### src/rtl/ddr3_cmd_bus_arbiter_pkg.sv
// ---------------------------------------------------------------------------
// ddr3_cmd_bus_arbiter_pkg
//
// Shared types and constants for the DDR3 command arbiter slice.
//
// Contents:
//   NUM_BANKS, ROW_W, BA_W  - bank count, address bus width, bank-address width
//   ddr3_cmd_t              - command requested by a bank FSM or the refresh FSM
//   bank_t                  - bank index / round-robin pointer
//   PINS_*                  - {CS#, RAS#, CAS#, WE#} pin patterns per command
//   ddr3_encode_cmd()       - maps a command onto its pin pattern
// ---------------------------------------------------------------------------
package ddr3_cmd_bus_arbiter_pkg;

    localparam int NUM_BANKS = 4;
    localparam int ROW_W     = 13;
    localparam int BA_W      = 3;

    typedef enum logic [2:0] {
        NOP = 3'd0,
        ACT = 3'd1,
        RD  = 3'd2,
        WR  = 3'd3,
        PRE = 3'd4,
        REF = 3'd5
    } ddr3_cmd_t;

    typedef enum logic [1:0] {
        BANK0 = 2'd0,
        BANK1 = 2'd1,
        BANK2 = 2'd2,
        BANK3 = 2'd3
    } bank_t;

    // Pin patterns ordered {CS#, RAS#, CAS#, WE#}
    localparam logic [3:0] PINS_NOP = 4'b0111;
    localparam logic [3:0] PINS_ACT = 4'b0011;
    localparam logic [3:0] PINS_RD  = 4'b0101;
    localparam logic [3:0] PINS_WR  = 4'b0100;
    localparam logic [3:0] PINS_PRE = 4'b0010;
    localparam logic [3:0] PINS_REF = 4'b0001;

    // Encodings outside the enum (values 6 and 7) fall back to NOP so a
    // corrupted request can never put an unintended command on the bus.
    function automatic logic [3:0] ddr3_encode_cmd(input ddr3_cmd_t cmd);
        logic [3:0] pins;
        case (cmd)
            NOP:     pins = PINS_NOP;
            ACT:     pins = PINS_ACT;
            RD:      pins = PINS_RD;
            WR:      pins = PINS_WR;
            PRE:     pins = PINS_PRE;
            REF:     pins = PINS_REF;
            default: pins = PINS_NOP;
        endcase
        return pins;
    endfunction

endpackage

### src/rtl/ddr3_cmd_bus_arbiter_rr_arbiter4.sv
// ---------------------------------------------------------------------------
// ddr3_cmd_bus_arbiter_rr_arbiter4
//
// Purely combinational 4-way round-robin arbiter. The search starts at
// `pointer` and wraps modulo 4; the first requesting bank wins.
//
// Ports:
//   request [3:0]  in   one bit per bank, 1 = bank wants the bus
//   pointer        in   bank with the highest priority this cycle
//   grant   [3:0]  out  one-hot grant, all zero when nothing requests
//   index          out  index of the granted bank, BANK0 when none
//   valid          out  1 when some bank was granted
// ---------------------------------------------------------------------------
module ddr3_cmd_bus_arbiter_rr_arbiter4
    import ddr3_cmd_bus_arbiter_pkg::*;
(
    input  logic [NUM_BANKS-1:0] request,
    input  bank_t                pointer,
    output logic [NUM_BANKS-1:0] grant,
    output bank_t                index,
    output logic                 valid
);

    logic [1:0] candidate;

    // The 2-bit candidate index wraps naturally, giving the modulo-4 walk
    // from the pointer without any explicit compare.
    always_comb begin
        grant     = '0;
        index     = BANK0;
        valid     = 1'b0;
        candidate = 2'd0;
        for (int k = 0; k < NUM_BANKS; k++) begin
            candidate = pointer + 2'(k);
            if (!valid && request[candidate]) begin
                valid            = 1'b1;
                index            = bank_t'(candidate);
                grant[candidate] = 1'b1;
            end
        end
    end

endmodule

### src/rtl/ddr3_cmd_bus_arbiter.sv
// ---------------------------------------------------------------------------
// ddr3_cmd_bus_arbiter
//
// Command arbiter and encoder between the four bank FSMs, the refresh FSM
// and the DDR3 command/address pins. Refresh always wins; otherwise the
// eligible banks are served round-robin. The winning command is encoded and
// registered onto the pins, so it appears one clock after the grant.
//
// Ports:
//   clk, rst             clock; asynchronous active-high reset
//   bank_cmd_valid [3:0] per-bank request
//   bank_cmd_type  [3:0] per-bank requested command
//   bank_addr      [3:0] per-bank row / column / A10 address
//   refresh_req          refresh FSM wants a REF this cycle
//   bank_cmd_grant [3:0] one-hot combinational grant
//   refresh_ack          combinational REF acceptance
//   ddr3_cs_n/ras_n/cas_n/we_n, ddr3_ba, ddr3_addr   registered pins
//   prio_bank            current round-robin pointer (registered)
//   sel_bank             bank chosen this cycle, BANK0 when none
//   bank_selected        combinational: a bank command won this cycle
// ---------------------------------------------------------------------------
module ddr3_cmd_bus_arbiter
    import ddr3_cmd_bus_arbiter_pkg::*;
(
    input  logic                                clk,
    input  logic                                rst,
    input  logic      [NUM_BANKS-1:0]           bank_cmd_valid,
    input  ddr3_cmd_t [NUM_BANKS-1:0]           bank_cmd_type,
    input  logic      [NUM_BANKS-1:0][ROW_W-1:0] bank_addr,
    input  logic                                refresh_req,
    output logic      [NUM_BANKS-1:0]           bank_cmd_grant,
    output logic                                refresh_ack,
    output logic                                ddr3_cs_n,
    output logic                                ddr3_ras_n,
    output logic                                ddr3_cas_n,
    output logic                                ddr3_we_n,
    output logic      [BA_W-1:0]                ddr3_ba,
    output logic      [ROW_W-1:0]               ddr3_addr,
    output bank_t                               prio_bank,
    output bank_t                               sel_bank,
    output logic                                bank_selected
);

    logic [NUM_BANKS-1:0] eligible;
    logic [NUM_BANKS-1:0] arb_request;
    logic [NUM_BANKS-1:0] arb_grant;
    bank_t                arb_index;
    logic                 arb_valid;

    logic [3:0]           next_pins;
    logic [BA_W-1:0]      next_ba;
    logic [ROW_W-1:0]     next_addr;
    bank_t                next_prio;

    // A NOP request does not compete for the bus. Out-of-range encodings
    // still compete (and get granted) so the bank FSM is not stalled forever.
    always_comb begin
        eligible = '0;
        for (int i = 0; i < NUM_BANKS; i++) begin
            eligible[i] = bank_cmd_valid[i] && (bank_cmd_type[i] != NOP);
        end
    end

    // Masking the requests during refresh keeps grants at zero and leaves
    // the pointer untouched, so banks resume exactly where they left off.
    assign arb_request = refresh_req ? '0 : eligible;

    ddr3_cmd_bus_arbiter_rr_arbiter4 u_rr_arbiter (
        .request (arb_request),
        .pointer (prio_bank),
        .grant   (arb_grant),
        .index   (arb_index),
        .valid   (arb_valid)
    );

    assign bank_cmd_grant = arb_grant;
    assign refresh_ack    = refresh_req;
    assign bank_selected  = arb_valid;
    assign sel_bank       = arb_valid ? arb_index : BANK0;

    // Build the command for the next edge: REF, the winning bank's command,
    // or an idle NOP with a zeroed address bus.
    always_comb begin
        next_pins = PINS_NOP;
        next_ba   = '0;
        next_addr = '0;
        next_prio = prio_bank;
        if (refresh_req) begin
            next_pins = ddr3_encode_cmd(REF);
        end else if (arb_valid) begin
            next_pins = ddr3_encode_cmd(bank_cmd_type[arb_index]);
            next_ba   = {1'b0, arb_index};
            next_addr = bank_addr[arb_index];
            next_prio = bank_t'(arb_index + 2'd1);
        end
    end

    // Pins and pointer share one register stage; reset drives NOP onto the
    // bus asynchronously so the DRAM never sees a stale command.
    always_ff @(posedge clk or posedge rst) begin
        if (rst) begin
            {ddr3_cs_n, ddr3_ras_n, ddr3_cas_n, ddr3_we_n} <= PINS_NOP;
            ddr3_ba   <= '0;
            ddr3_addr <= '0;
            prio_bank <= BANK0;
        end else begin
            {ddr3_cs_n, ddr3_ras_n, ddr3_cas_n, ddr3_we_n} <= next_pins;
            ddr3_ba   <= next_ba;
            ddr3_addr <= next_addr;
            prio_bank <= next_prio;
        end
    end

endmodule

### config.mk
export PLATFORM = sky130hd
export DESIGN_NAME = ddr3_cmd_bus_arbiter
export DESIGN_NICKNAME = d
export VERILOG_FILES = /design/src/rtl/ddr3_cmd_bus_arbiter_pkg.sv /design/src/rtl/ddr3_cmd_bus_arbiter_rr_arbiter4.sv /design/src/rtl/ddr3_cmd_bus_arbiter.sv
export SDC_FILE = /design/constraint.sdc
export NUM_CORES = 1
export LEC_CHECK = 0
export ABC_AREA = 1
export BUFFER_PORTS_ARGS = -buffer_cell sky130_fd_sc_hd__buf_2
export CAP_MARGIN = 25
export CORE_MARGIN = 3
export CORE_UTILIZATION = 47
export DETAILED_ROUTE_END_ITERATION = 6
export PLACE_DENSITY = 0.86
export SLEW_MARGIN = 10
export SYNTH_ARGS = -nofsm -noshare
export SYNTH_HDL_FRONTEND = slang
export SYNTH_SLANG_ARGS = --single-unit
### constraint.sdc
create_clock -name clk -period 3.87 [get_ports clk]
set_input_delay 0.387 -clock clk [delete_from_list [all_inputs] [get_ports clk]]
set_output_delay 0.387 -clock clk [all_outputs]
set_load 0.05 [all_outputs]
==> flow_metrics.tcl, run 1 <==
set metrics [dict create \
    status "finished clean" \
    cts-resized-gates 0 \
    final_net_count 419 \
    rsz0062_at_grt "no" \
    die_y_um 66.3 \
    clk_path_buf_depth 2 \
    max_cap_viol_count 0 \
    numCtsBuffers 3 \
    clkTransAtPathRegs_ns 0.11 \
    cts_htree_levels 1 \
    wl_per_cell_um 12.3 \
    yosysWarnings 0 \
    ctsHoldBuffers 0 \
    grt_pass1_vias 1765 \
    ys_seq_elements 20 \
    antennaDiodeCount 0 \
    path_delay_family "buffers and inverters" \
    yosysTopAreaCell "dfrtp_1" \
    critPathKind "flip-flop to output port" \
    syn_area_sq_um 1710 \
    clkLatencyLatePin_ns 0.29 \
    relSlewSlack_pct 42.8 \
    grt_pass1_wl_um 7360 \
    root_buffer "clkbuf_4" \
    final_layout_size_suffix_gt1_share_pct 36.2 \
    required_ns 3.48 \
    drc 0 \
    max_slew.worst_pin.slew_ns 0.856 \
    synthMostInstantiatedCell "nand2_1" \
    fin_crit_ns 3.30 \
    post-route-period-util_pct 85.2 \
    finalHoldViolations 0 \
    critical_path.slowest_cell "dfrtp_1" \
    drtIter0Drc 123 \
    timing.rr.end "ddr3_we_n$_DFF_PP1_" \
    setup_tns_ns 0 \
    synthCells 251 \
    critPathMaxFanout 34 \
    critPathBufInv 4 \
    reg2reg_from "prio_bank[1]$_DFFE_PP0P_" \
    synthTopCellsByArea "dfrtp_1 (25%), nand2_1 (8.1%), nor2_1 (7.7%)" \
    area_growth_pct 29.3 \
    firstDrtPassIters 4 \
    report.final.slew_viol_count 0 \
    fmax_ghz 0.303 \
    coreArea_sq_um 3420 \
    cp-start-kind "flip-flop" \
    setup_viol 0 \
    max_stage_delay_ns 0.56 \
    num_io_pins 101 \
    gp_congestion 0.881 \
    path_cells "inv_1, ha_1, inv_1, nand3_1, nand2_2, nand4_4, nand2_2, nand2_4, inv_2, buf_2" \
    die_area_sq_um 4400 \
    viasPerCell 5.11 \
    placed_area_sq_um 2190 \
    synthTopCellsByCount "nand2_1 (37), nor2_1 (35), inv_1 (25), nand3_1 (23), a21oi_1 (22)" \
    start_util_pct 50.1 \
    async_flop_share_pct 100 \
    antenna_found_initial 0 \
    grt_remaining_overflow 0 \
    fp-row-count 21 \
    path_depth 10 \
    wl_um 4780 \
    n_fill_cell 315 \
    cts_tree "built" \
    critPathCaptureType "output port" \
    synth_sequential_area_ratio_pct 29.5 \
    postRouteAntennaNets 0 \
    ys.flop_type "dfrtp_1" \
    die_w_um 66.3 \
    r2r_cells 16 \
    post_cts.repair.setup_buffers 0 \
    hpwl_um 3780 \
    fin_worst_skew_ns 0.00448 \
    arrival_ns 2.91 \
    vias 1988 \
    grt_max_degree 35 \
    synth_top_area_share_pct 24.9 \
    synth-edff-count 0 \
    final_cell_area_sq_um 2210 \
    port_buffers 98 \
    ys_types 26 \
    clock-sinks 20 \
    grt_use_total_pct 20.8 \
    worst_hold_path_type "input pin to async pin" \
    avgSynthCellArea_sq_um 6.82 \
    ff2ff_setup_slack_ns 0.79 \
]
worst max path at each step:
stage                             startpoint                      to  slack (ns)
floorplan           prio_bank[1]$_DFFE_PP0P_       bank_cmd_grant[0]        0.60
global placement    prio_bank[0]$_DFFE_PP0P_  ddr3_addr[9]$_DFF_PP0_         1.0
detailed placement  prio_bank[0]$_DFFE_PP0P_     ddr3_we_n$_DFF_PP1_        0.82
CTS                 prio_bank[1]$_DFFE_PP0P_             sel_bank[0]        0.55
global route        prio_bank[1]$_DFFE_PP0P_             sel_bank[0]        0.33
finish              prio_bank[1]$_DFFE_PP0P_             sel_bank[0]        0.57
worst reg2reg max path: stages, from the launching register on:
cell and delay, ns:
dfrtp_1 0.56, inv_1 0.19, ha_1 0.37, inv_1 0.11, nand3_1 0.10, nand2_2 0.14
nand3_2 0.12, nand2_1 0.09, nand2_2 0.07, nand2_1 0.06, nand2_1 0.50, nand3_1 0.27
nand2_1 0.10, inv_1 0.10, nand2_1 0.08, o21ai_1 0.08, nand3_1 0.08
cell families (layout without fill, tap and decap cells):
group           count (synthesis)  count (layout)  synth area share, %
flops                          20              20                 29.5
fa+ha+maj                       4               4                 2.92
simple gates                  113             113                 32.2
compound gates                 73              73                 23.9
other cells                     1               2                0.219
buf+inv                        40             131                 11.3
stage by stage:
step           instances  utilization (%)  hold WS (ns)  worst slack [ns]
2_1_floorplan        252                -         0.349             0.597
3_3_place_gp         385             64.0         0.551             0.998
3_5_place_dp         385             64.0         0.571             0.824
4_1_cts              389             64.8         0.239             0.554
5_1_grt              389             64.8         0.271             0.330
6_report             389             64.8         0.217             0.571
placed cells by master (no fill, tap or decap), types with 2 or more instances in the layout:
cell and n:
inv_2 2, dfrtp_1 17, inv_1 25, o21ai_0 16
dfstp_2 3, conb_1 2, o22ai_1 4, nand3_1 23
nand2_2 4, nand2_4 2, o21ai_1 16, ha_1 4
nand3_2 7, buf_2 98, clkbuf_4 3, o21bai_1 14
buf_4 2, nor2_1 35, nand3b_1 2, a21oi_1 22
nand2_1 37
layout make-up:
type | count | area (sq um) | area share, %
Clock buffer | 4 | 26.3 | 1.19
Tap cell | 46 | 57.6 | 2.60
Timing Repair Buffer | 100 | 505 | 22.8
Sequential cell | 20 | 504 | 22.8
Inverter | 27 | 101 | 4.58
Multi-Input combinational cell | 192 | 1020 | 46.0
routing by layer:
metal	wire length, um	track usage [%]	vias to the layer above
li1	-	-	1015
met1	2050	25.5	886
met2	2280	37.9	83
met3	402	2.21	4
met4	40	6.09	0
met5	0	0	-
registers in the layout (all words and copies together) (netlist names):
| signal | flops |
|---|---|
| ddr3_we_n | 1 |
| ddr3_cas_n | 1 |
| ddr3_ras_n | 1 |
| ddr3_addr | 13 |
| ddr3_ba | 2 |
| prio_bank | 2 |
Power of run 1 is left out: the tool's default activity adds up to more than one toggle a clock period on the data nets, which glitch-free logic cannot reach.
==> run 2: changes to the inputs <==
PLACE_DENSITY = 0.85   (was 0.86)
==> run 2 against run 1 <==
Against the previous run:
- sequential share of layout area decreased by 0.27 points
- setup slack got worse by 0.0026 ns
- final area increased by 1.2%
- utilization increased by 0.77 points
- critical path depth unchanged
- sequential cell count unchanged
==> flow_metrics.tcl, run 2 (synthesis results as in run 1) <==
set metrics [dict create \
    largest_register_ffs 13 \
    num_io_pins 101 \
    drc 0 \
    grt_pass1_vias 1779 \
    report.final.slew_viol_count 0 \
    cts_htree_levels 1 \
    firstDrtPassIters 4 \
    critPathBufInv 4 \
    required_ns 3.48 \
    n_fill_cell 320 \
    numCtsBuffers 3 \
    final_net_count 419 \
    finalHoldViolations 0 \
    fp-row-count 21 \
    gp_congestion 0.845 \
    critPathKind "flip-flop to output port" \
    critPathCaptureType "output port" \
    relSlewSlack_pct 43.2 \
    grt_remaining_overflow 0 \
    arrival_ns 2.91 \
    clkTransAtPathRegs_ns 0.12 \
    rsz0062_at_grt "no" \
    start_util_pct 50.1 \
    setup_tns_ns 0 \
    path_delay_family "buffers and inverters" \
    cts-resized-gates 0 \
    clk_path_buf_depth 2 \
    viasPerCell 5.15 \
    max_slew.worst_pin.slew_ns 0.850 \
    fin_worst_skew_ns 0.0145 \
    ctsHoldBuffers 0 \
    area_growth_pct 30.8 \
    hpwl_um 3840 \
    status "finished clean" \
    max_cap_viol_count 0 \
    grt_pass1_wl_um 7430 \
    top_regs "ddr3_addr x13, ddr3_ba x2, prio_bank x2" \
    drtIter0Drc 122 \
    setup_viol 0 \
    post_cts.repair.setup_buffers 0 \
    vias 2002 \
    coreArea_sq_um 3420 \
    register_area_sq_um 504 \
    top_register "ddr3_addr" \
    clock-sinks 20 \
    postRouteAntennaNets 0 \
    cp-start-kind "flip-flop" \
    critical_path.slowest_cell "dfrtp_1" \
    final_layout_size_suffix_gt1_share_pct 36.4 \
    root_buffer "clkbuf_4" \
    die_w_um 66.3 \
    clkLatencyLatePin_ns 0.30 \
    antenna_found_initial 0 \
    die_y_um 66.3 \
    fin_crit_ns 3.30 \
    multi_input_area_sq_um 1020 \
    wl_per_cell_um 12.4 \
    final_cell_mix "buf_2 (98), nand2_1 (37), nor2_1 (35)" \
    final_common_cell "buf_2" \
    wl_um 4830 \
    post-route-period-util_pct 85.3 \
    grt_use_total_pct 21.5 \
    fmax_ghz 0.303 \
    die_area_sq_um 4400 \
    port_buffers 98 \
    worst_hold_path_type "input pin to async pin" \
    max_stage_delay_ns 0.60 \
    path_cells "inv_2, ha_1, inv_1, nand3_1, nand2_2, nand4_4, nand2_2, nand2_4, inv_2, buf_2" \
    critPathMaxFanout 34 \
    antennaDiodeCount 0 \
    grt_max_degree 35 \
    cts_tree "built" \
]
## run 2: changes by cell type in the layout (fill, tap and decap cells not counted), sizes merged
cell	delta
bufinv	+1
clkbuf	-1
## run 2: metrics by stage
| stage | setup WS (ns) | util, % | instances | cell area [sq um] | hold slack, ns |
|---|---|---|---|---|---|
| detailed placement | 0.846 | 64.0 | 385 | 2190 | 0.555 |
| floorplan | 0.597 | - | 252 | 1720 | 0.349 |
| global placement | 0.946 | 64.0 | 385 | 2190 | 0.551 |
| global route | 0.329 | 65.6 | 389 | 2240 | 0.244 |
| CTS | 0.568 | 65.6 | 389 | 2240 | 0.210 |
| finish | 0.569 | 65.6 | 389 | 2240 | 0.189 |
## run 2: final timing paths
check | from | endpoint | slack, ns | cells after the start
worst max-delay path | prio_bank[0]$_DFFE_PP0P_ | sel_bank[0] | 0.57 | 10
worst min-delay path | rst | ddr3_addr[9]$_DFF_PP0_ | 0.19 | 2
worst max register to register | prio_bank[0]$_DFFE_PP0P_ | ddr3_cas_n$_DFF_PP1_ | 0.79 | 15
worst min register to register | prio_bank[1]$_DFFE_PP0P_ | prio_bank[1]$_DFFE_PP0P_ | 0.80 | 2
max in group asynchronous | rst | ddr3_addr[4]$_DFF_PP0_ | 3.20 | 2
min in group clk | refresh_req | ddr3_cas_n$_DFF_PP1_ | 0.28 | 2
## run 2: worst register-to-register path: stages (launching register included)
cell and delay, ns:
dfrtp_1 0.60, inv_2 0.16, ha_1 0.37, inv_1 0.11
nand3_1 0.10, nand2_2 0.14, nand3_2 0.12, nand2_1 0.09
nand2_2 0.07, nand2_1 0.06, nand2_1 0.50, nand3_1 0.33
nand2_1 0.10, nand3_1 0.11, nand2_1 0.06, a21oi_1 0.12
## run 2: layer usage
metal  share of wire [%]  GRT usage (%)
met4                 2.0           8.88
met2                  48           38.5
met5                   0              0
met1                  41           25.7
met3                 8.7           2.55
## run 2: layout make-up
cell class | count | area share [%]
clock inverters | 1 | 1.34
multi-input cells | 192 | 45.5
well taps | 46 | 2.57
inverters | 27 | 4.53
clock buffers | 3 | 1.01
repair buffers | 100 | 22.6
flip-flops and latches | 20 | 22.5
Power of run 2 is left out for the same reason.
